[config.mk]
export PLATFORM = sky130hd
export DESIGN_NAME = buffer_loader_flat
export DESIGN_NICKNAME = d
export VERILOG_FILES = /design/src/rtl/buffer_loader_pkg.sv /design/src/rtl/buffer_loader_if.sv /design/src/rtl/buffer_loader_addr_gen.sv /design/src/rtl/buffer_loader.sv /design/src/flat_wrapper.sv
export SDC_FILE = /design/constraint.sdc
export NUM_CORES = 1
export LEC_CHECK = 0
export ABC_CLOCK_PERIOD_IN_PS = 3350
export CORE_UTILIZATION = 33
export CTS_CLUSTER_DIAMETER = 120
export DETAILED_ROUTE_END_ITERATION = 12
export GPL_TIMING_DRIVEN = 0
export PLACE_DENSITY = 0.62
export SLEW_MARGIN = 20
export SYNTH_ARGS = -nofsm -noshare
export SYNTH_HDL_FRONTEND = slang
export SYNTH_HIERARCHICAL = 1
export SYNTH_SLANG_ARGS = --single-unit
[constraint.sdc]
create_clock -name clk -period 3.35 [get_ports clk]
set_clock_uncertainty 0.1 [all_clocks]
set_input_delay 0.335 -clock clk [delete_from_list [all_inputs] [get_ports clk]]
set_output_delay 0.335 -clock clk [all_outputs]
set_load 0.005 [all_outputs]
[src/rtl/buffer_loader_pkg.sv]
// buf_pkg: FSM state type and default configuration widths shared by
// buffer_loader, its address generator and its bus interface.
`ifndef N_BUF
`define N_BUF 4
`endif
`ifndef ADDR_RAM
`define ADDR_RAM 8
`endif
`ifndef WID_PE_BITS
`define WID_PE_BITS 16
`endif

package buf_pkg;
    localparam int DEF_N_BUF  = `N_BUF;
    localparam int DEF_ADDR_W = `ADDR_RAM;
    localparam int DEF_DATA_W = `WID_PE_BITS;

    typedef enum logic [1:0] {
        ST_IDLE,
        ST_LOAD,
        ST_DONE
    } state_t;

    // Bank-select width; kept at least 1 so a single-bank build still has a port
    function automatic int sel_w(input int n);
        return (n > 1) ? $clog2(n) : 1;
    endfunction

    function automatic int nb_w(input int n);
        return $clog2(n) + 1;
    endfunction
endpackage

[src/rtl/buffer_loader_if.sv]
// buffer_loader_if: control, input stream and write-port signals of
// buffer_loader; the DUT side is the slave modport.
interface buffer_loader_if #(
    parameter int N_BUF  = buf_pkg::DEF_N_BUF,
    parameter int ADDR_W = buf_pkg::DEF_ADDR_W,
    parameter int DATA_W = buf_pkg::DEF_DATA_W
) ();
    localparam int SEL_W = buf_pkg::sel_w(N_BUF);
    localparam int NB_W  = buf_pkg::nb_w(N_BUF);

    logic              i_start;
    logic [ADDR_W-1:0] i_base_addr;
    logic [ADDR_W:0]   i_len;
    logic [NB_W-1:0]   i_num_buf;
    logic              i_abort;
    logic              i_in_valid;
    logic              o_in_ready;
    logic [DATA_W-1:0] i_in_data;
    logic              o_wr_valid;
    logic [SEL_W-1:0]  o_wr_sel;
    logic [ADDR_W-1:0] o_wr_addr;
    logic [DATA_W-1:0] o_wr_data;
    logic              o_busy;
    logic              o_done;
    logic              o_cfg_err;

    modport master (
        output i_start, i_base_addr, i_len, i_num_buf, i_abort,
        output i_in_valid, i_in_data,
        input  o_in_ready, o_wr_valid, o_wr_sel, o_wr_addr, o_wr_data,
        input  o_busy, o_done, o_cfg_err
    );

    modport slave (
        input  i_start, i_base_addr, i_len, i_num_buf, i_abort,
        input  i_in_valid, i_in_data,
        output o_in_ready, o_wr_valid, o_wr_sel, o_wr_addr, o_wr_data,
        output o_busy, o_done, o_cfg_err
    );
endinterface

[src/rtl/buffer_loader_addr_gen.sv]
// buf_addr_gen: bank/offset counters, wrapped write address and the
// last-word flag for the buffer loader.
module buf_addr_gen
    import buf_pkg::*;
#(
    parameter int N_BUF  = DEF_N_BUF,
    parameter int ADDR_W = DEF_ADDR_W,
    parameter int SEL_W  = sel_w(N_BUF),
    parameter int NB_W   = nb_w(N_BUF)
) (
    input  logic              clk,
    input  logic              rst,
    input  logic              i_clear,
    input  logic              i_step,
    input  logic [ADDR_W-1:0] i_base,
    input  logic [ADDR_W:0]   i_len,
    input  logic [NB_W-1:0]   i_num_buf,
    output logic [SEL_W-1:0]  o_sel,
    output logic [ADDR_W-1:0] o_addr,
    output logic              o_last
);
    logic [SEL_W-1:0]  r_bank;
    logic [ADDR_W-1:0] r_off;
    logic [ADDR_W:0]   w_len_m1;
    logic [NB_W-1:0]   w_nb_m1;
    logic              w_off_end;
    logic              w_bank_end;

    assign w_len_m1   = i_len - (ADDR_W+1)'(1);
    assign w_nb_m1    = i_num_buf - NB_W'(1);
    assign w_off_end  = ({1'b0, r_off} == w_len_m1);
    assign w_bank_end = (NB_W'(r_bank) == w_nb_m1);

    // Address wraps modulo 2^ADDR_W by truncation of the sum
    assign o_addr = i_base + r_off;
    assign o_sel  = r_bank;
    assign o_last = w_off_end && w_bank_end;

    always_ff @(posedge clk or posedge rst) begin
        if (rst) begin
            r_bank <= '0;
            r_off  <= '0;
        end else if (i_clear) begin
            r_bank <= '0;
            r_off  <= '0;
        end else if (i_step) begin
            if (w_off_end) begin
                r_off  <= '0;
                r_bank <= r_bank + SEL_W'(1);
            end else begin
                r_off <= r_off + ADDR_W'(1);
            end
        end
    end
endmodule

[src/rtl/buffer_loader.sv]
// buffer_loader: streams words into N_BUF banks via a serial write port.
// Define BUFFER_LOADER_CKSUM_EN to add the o_cksum XOR output.
module buffer_loader
    import buf_pkg::*;
#(
    parameter int N_BUF  = DEF_N_BUF,
    parameter int ADDR_W = DEF_ADDR_W,
    parameter int DATA_W = DEF_DATA_W
) (
    input  logic              clk,
    input  logic              rst,
    buffer_loader_if.slave    bus
`ifdef BUFFER_LOADER_CKSUM_EN
    ,
    output logic [DATA_W-1:0] o_cksum
`endif
);
    localparam int SEL_W = sel_w(N_BUF);
    localparam int NB_W  = nb_w(N_BUF);

    state_t            r_state;
    state_t            w_next;
    logic [ADDR_W-1:0] r_base;
    logic [ADDR_W:0]   r_len;
    logic [NB_W-1:0]   r_num_buf;
    logic              r_wr_valid;
    logic [SEL_W-1:0]  r_wr_sel;
    logic [ADDR_W-1:0] r_wr_addr;
    logic [DATA_W-1:0] r_wr_data;
    logic              r_cfg_err;
    logic              w_idle_start;
    logic              w_cfg_bad;
    logic              w_cfg_empty;
    logic              w_accept;
    logic              w_write;
    logic              w_last;
    logic [SEL_W-1:0]  w_sel;
    logic [ADDR_W-1:0] w_addr;

    assign w_idle_start = bus.i_start && (r_state == ST_IDLE);
    assign w_cfg_bad    = bus.i_num_buf > NB_W'(N_BUF);
    assign w_cfg_empty  = (bus.i_len == '0) || (bus.i_num_buf == '0);
    assign w_accept     = bus.i_in_valid && (r_state == ST_LOAD);
    // Abort suppresses the write of a word accepted in the same cycle
    assign w_write      = w_accept && !bus.i_abort;

    buf_addr_gen #(
        .N_BUF  (N_BUF),
        .ADDR_W (ADDR_W)
    ) u_addr_gen (
        .clk       (clk),
        .rst       (rst),
        .i_clear   (w_idle_start),
        .i_step    (w_write),
        .i_base    (r_base),
        .i_len     (r_len),
        .i_num_buf (r_num_buf),
        .o_sel     (w_sel),
        .o_addr    (w_addr),
        .o_last    (w_last)
    );

    always_comb begin
        w_next = r_state;
        unique case (r_state)
            ST_IDLE: begin
                if (w_idle_start && !w_cfg_bad)
                    w_next = w_cfg_empty ? ST_DONE : ST_LOAD;
            end
            ST_LOAD: begin
                if (bus.i_abort)
                    w_next = ST_IDLE;
                else if (w_accept && w_last)
                    w_next = ST_DONE;
            end
            ST_DONE: w_next = ST_IDLE;
            default: w_next = ST_IDLE;
        endcase
    end

    always_ff @(posedge clk or posedge rst) begin
        if (rst) begin
            r_state   <= ST_IDLE;
            r_base    <= '0;
            r_len     <= '0;
            r_num_buf <= '0;
        end else begin
            r_state <= w_next;
            if (w_idle_start) begin
                r_base    <= bus.i_base_addr;
                r_len     <= bus.i_len;
                r_num_buf <= bus.i_num_buf;
            end
        end
    end

    always_ff @(posedge clk or posedge rst) begin
        if (rst) begin
            r_wr_valid <= 1'b0;
            r_wr_sel   <= '0;
            r_wr_addr  <= '0;
            r_wr_data  <= '0;
            r_cfg_err  <= 1'b0;
        end else begin
            r_wr_valid <= w_write;
            r_cfg_err  <= w_idle_start && w_cfg_bad;
            if (w_write) begin
                r_wr_sel  <= w_sel;
                r_wr_addr <= w_addr;
                r_wr_data <= bus.i_in_data;
            end
        end
    end

`ifdef BUFFER_LOADER_CKSUM_EN
    logic [DATA_W-1:0] r_cksum;

    always_ff @(posedge clk or posedge rst) begin
        if (rst)
            r_cksum <= '0;
        else if (w_idle_start && !w_cfg_bad)
            r_cksum <= '0;
        else if (w_write)
            r_cksum <= r_cksum ^ bus.i_in_data;
    end

    assign o_cksum = r_cksum;
`endif

    assign bus.o_in_ready = (r_state == ST_LOAD);
    assign bus.o_busy     = (r_state == ST_LOAD);
    assign bus.o_done     = (r_state == ST_DONE);
    assign bus.o_wr_valid = r_wr_valid;
    assign bus.o_wr_sel   = r_wr_sel;
    assign bus.o_wr_addr  = r_wr_addr;
    assign bus.o_wr_data  = r_wr_data;
    assign bus.o_cfg_err  = r_cfg_err;
endmodule

[src/flat_wrapper.sv]
// flat-port wrapper written by rule: the top's interface ports become plain ports
module buffer_loader_flat import buf_pkg::*;
#(
    parameter int N_BUF  = DEF_N_BUF,
    parameter int ADDR_W = DEF_ADDR_W,
    parameter int DATA_W = DEF_DATA_W
)
  (clk, rst, bus_i_start, bus_i_base_addr, bus_i_len, bus_i_num_buf, bus_i_abort, bus_i_in_valid, bus_i_in_data, bus_o_in_ready, bus_o_wr_valid, bus_o_wr_sel, bus_o_wr_addr, bus_o_wr_data, bus_o_busy, bus_o_done, bus_o_cfg_err);
  buffer_loader_if #(.N_BUF(N_BUF), .ADDR_W(ADDR_W), .DATA_W(DATA_W)) bus_i ();
  input  logic clk;
  input  logic rst;
  input wire logic [$bits(bus_i.i_start)-1:0] bus_i_start;
  input wire logic [$bits(bus_i.i_base_addr)-1:0] bus_i_base_addr;
  input wire logic [$bits(bus_i.i_len)-1:0] bus_i_len;
  input wire logic [$bits(bus_i.i_num_buf)-1:0] bus_i_num_buf;
  input wire logic [$bits(bus_i.i_abort)-1:0] bus_i_abort;
  input wire logic [$bits(bus_i.i_in_valid)-1:0] bus_i_in_valid;
  input wire logic [$bits(bus_i.i_in_data)-1:0] bus_i_in_data;
  output wire logic [$bits(bus_i.o_in_ready)-1:0] bus_o_in_ready;
  output wire logic [$bits(bus_i.o_wr_valid)-1:0] bus_o_wr_valid;
  output wire logic [$bits(bus_i.o_wr_sel)-1:0] bus_o_wr_sel;
  output wire logic [$bits(bus_i.o_wr_addr)-1:0] bus_o_wr_addr;
  output wire logic [$bits(bus_i.o_wr_data)-1:0] bus_o_wr_data;
  output wire logic [$bits(bus_i.o_busy)-1:0] bus_o_busy;
  output wire logic [$bits(bus_i.o_done)-1:0] bus_o_done;
  output wire logic [$bits(bus_i.o_cfg_err)-1:0] bus_o_cfg_err;
  assign bus_i.i_start = bus_i_start;
  assign bus_i.i_base_addr = bus_i_base_addr;
  assign bus_i.i_len = bus_i_len;
  assign bus_i.i_num_buf = bus_i_num_buf;
  assign bus_i.i_abort = bus_i_abort;
  assign bus_i.i_in_valid = bus_i_in_valid;
  assign bus_i.i_in_data = bus_i_in_data;
  assign bus_o_in_ready = bus_i.o_in_ready;
  assign bus_o_wr_valid = bus_i.o_wr_valid;
  assign bus_o_wr_sel = bus_i.o_wr_sel;
  assign bus_o_wr_addr = bus_i.o_wr_addr;
  assign bus_o_wr_data = bus_i.o_wr_data;
  assign bus_o_busy = bus_i.o_busy;
  assign bus_o_done = bus_i.o_done;
  assign bus_o_cfg_err = bus_i.o_cfg_err;
  buffer_loader #(.N_BUF(N_BUF), .ADDR_W(ADDR_W), .DATA_W(DATA_W)) u_core (.clk(clk), .rst(rst), .bus(bus_i));
endmodule
==> out/metrics.yaml <==
status:
  status: "finished, final reports clean"
routing:
  vias_per_cell: 4.72
  wire_per_inst_um: 14.5
  drt_iter0_drc: 51
  drc_errors: 0
  dr.pass1.iters: 4
  num_vias: 2252
  ant_nets: 0
  wl_um: 6930
setup_path:
  path_max_fanout: 8
  critPathCaptureType: "flop"
  worst_setup_path_start_kind: "flop"
  cp.required_ns: 3.47
  cpMaxStageDelayCell: "or4_4"
  critPathKind: "flop to flop"
  cpPeakStageDelay_ns: 0.60
  crit_path_cell_trace: "or4_4 > or4_4 > a21oi_2 > a21oi_2 > or2_1 > nor4_2 > a21boi_0 > a2111oi_2"
  crit_arrival_ns: 3.34
synthesis:
  synthCells: 257
  synthTopCellsByArea: "dfrtp_1, mux2_2, mux2_4"
  synth-simple-area-share_pct: 11.4
  ys_ff_latch: 60
  yosys_warnings: 6
  synth_compound_area_share_pct: 7.12
  ys_seq_area_share_pct: 46.9
  synth.largest_area_cell: "dfrtp_1"
  synth_ff_type: "dfrtp_1"
  synthMuxAreaShare_pct: 18.9
  synth_xor_xnor_area_share_pct: 6.84
  synthAdderAreaFrac_pct: 4.54
  synth_top_family_by_area: "multiplexers"
  synth_most_common_cell: "dfrtp_1"
  syn_area_per_cell_um2: 12.4
  yosysTopAreaCellShare_pct: 46.9
  synth_cell_type_count: 54
  synth_edf_count: 0
  synthesis.nets: 309
  synth_common_cells: "dfrtp_1, mux2_2, mux2_4"
  syn_area_um2: 3200
  synthArstFlopShare_pct: 100
final_layout:
  diodes: 0
  fillers: 888
  final_util_pct: 46.4
  drive_above_1_share_pct: 25.3
  finalNonFillerCells: 477
  multi_input_area_um2: 1560
  final_nets: 395
  regArea_um2: 1500
  area_growth_pct: 35.4
power_and_ir_drop:
  p_clk_share_pct: 24.7
  ir_worst_vdd_mv: 0.291
  p_sw_mw: 0.806
  seqPwrFrac_pct: 38.8
  swShare_pct: 27.7
  finalPower_mw: 2.91
  p_leak_nw: 1.83
  combPwrFrac_pct: 36.5
  power.internal_mw: 2.11
  p_per_area_nw_per_um2: 672
timing:
  slew_violations: 0
  max_freq_mhz: 310
  maxSlewHeadroom_pct: 65.6
  rsz0062_at_grt: "no"
  worst_pin_slew_ns: 0.503
  finalHoldViolCount: 0
  fin_crit_sh_pct: 96.4
  setup_viol: 0
  finalWorstPathRequiredPeriod_ns: 3.23
  setup_tns_ns: 0
placement:
  dpl.cell_count: 458
  dp_hpwl_um: 5110
  io_buffers: 71
  place.gp.congestion: 0.744
global_route:
  grt-ovfl-total: 0
  track_usage_pct: 14.5
  antenna_found_initial: 0
  grt_pass1_wl_um: 11300
  grt_pass1_vias: 2289
  grt_max_degree: 33
cts:
  cts_buffers: 9
  cts_resized: 0
  cts_buffer_depth: 2
  clk_latency_ns: 0.32
  clock_sink_count: 60
  htreeDepth: 3
  clkTransAtPathRegs_ns: 0.07
  cts_root_buffer: "clkbuf_8"
  cts_tree: "built"
floorplan:
  row_count: 35
  core_um2: 9330
  start_util_pct: 34.3
  die_h_um: 100
  dieArea_um2: 10100
  io_pins: 72
  die_w_um: 100
hold_path:
  hold_class: "input port to asynchronous set/reset pin"
flow_run:
  drv_cap: 0
==> path summary, 6_finish.rpt <==
| path | startpoint | to | slack, ns | depth (start not counted) |
|---|---|---|---|---|
| max in group asynchronous | rst | u_core/bus.o_wr_data[3]$_DFFE_PP0P_ | 2.33 | 3 |
| worst max-delay path | u_core/r_len[2]$_DFFE_PP0P_ | u_core/r_state[1]$_DFFE_PP0P_ | 0.12 | 8 |
| worst max register to register | u_core/r_len[2]$_DFFE_PP0P_ | u_core/r_state[1]$_DFFE_PP0P_ | 0.12 | 8 |
| worst min-delay path | rst | u_core/u_addr_gen/r_off[6]$_DFFE_PP0P_ | 0.27 | 2 |
| min in group clk | u_core/bus.o_wr_sel[1]$_DFFE_PP0P_ | u_core/bus.o_wr_sel[1]$_DFFE_PP0P_ | 0.40 | 1 |
| worst min register to register | u_core/bus.o_wr_sel[1]$_DFFE_PP0P_ | u_core/bus.o_wr_sel[1]$_DFFE_PP0P_ | 0.40 | 1 |
==> layout by cell type (no fill, tap or decap), drive strengths merged, types with 2 or more instances in the layout <==
cell type and n:
nor2 13, mux2 47, clkdlybuf4s50 71, ha 10, xor2 7, nand3 4, and3b 2, o31ai 2
a31oi 3, a21oi 4, o21ai 3, and2b 2, clkbuf 13, xnor2 18, o41ai 2, o21a 2
or4 2, dfrtp 60, nand2 5, nor4 3, nor2b 6, nor3 12, inv 16, bufinv 2
or3 2, or2 3, buf 10, clkinv 3, a21boi 3, a2111oi 2, nor3b 3
==> worst max-delay path: cells and delay by family (launching register included) <==
| family | cells | cell delay, ns |
|---|---|---|
| AO/OA/AOI/OAI | 4 | 0.84 |
| flip-flops | 1 | 0.45 |
| AND/OR/NAND/NOR | 4 | 1.72 |
==> state kept, by name, summed over array words and instances (netlist names) <==
name                     cells
u_core/bus.o_wr_data        16
u_core/r_len                 9
u_core/bus.o_wr_addr         8
u_core/r_base                8
u_core/u_addr_gen/r_off      8
u_core/r_num_buf             3
u_core/bus.o_wr_sel          2
u_core/r_state               2
u_core/u_addr_gen/o_sel      2
u_core/bus.o_cfg_err         1
u_core/bus.o_wr_valid        1
==> routing by layer <==
layer | global-route usage [%] | vias up | wire [µm]
met4 | 5.02 | 0 | 19
met5 | 0 | - | 0
met1 | 19.8 | 1112 | 3330
met2 | 23.0 | 55 | 3320
li1 | - | 1083 | -
met3 | 2.84 | 2 | 263
==> power by group through the flow <==
stage               logic (mW)  clock network, mW  registers, mW
finish                    1.06              0.719           1.13
global route              1.16              0.779           1.17
CTS                       1.07              0.743           1.13
detailed placement        1.06                  0           1.15
global placement          1.03                  0           1.13
floorplan                0.592                  0           1.12
==> final cells by class <==
type | count | share of cell area (%)
sequential | 60 | 34.7
buffer | 8 | 1.76
clock inverter | 5 | 1.73
inverter | 16 | 1.39
multi-input combinational | 173 | 36.1
timing repair buffer | 75 | 17.4
clock buffer | 11 | 3.26
tap | 129 | 3.73
==> stage by stage <==
step,setup WS [ns],hold slack [ns],cell area [µm²]
final,0.121,0.265,4330
after global routing,0.00168,0.296,4330
after CTS,0.104,0.257,4310
after detailed placement,0.105,0.391,4090
after global placement,0.233,0.390,4070
after floorplan,0.445,0.0752,3200
==> kinds of logic (layout without fill, tap and decap cells) <==
logic type                 after synthesis  after routing
buffers and inverters                   24            115
adders and majority gates               11             11
and+or+nand+nor                         61             61
AOI/OAI and AO/OA                       29             29
xor gates and xnor gates                25             25
DFF                                     60             60
muxes                                   47             47
==> timing repair <==
item                                    4_1_cts  5_1_grt
endpoints found under the setup margin        0        1
buffers inserted                              0        3
hold buffers                                  0        0
(Power assumes the default switching activity.)
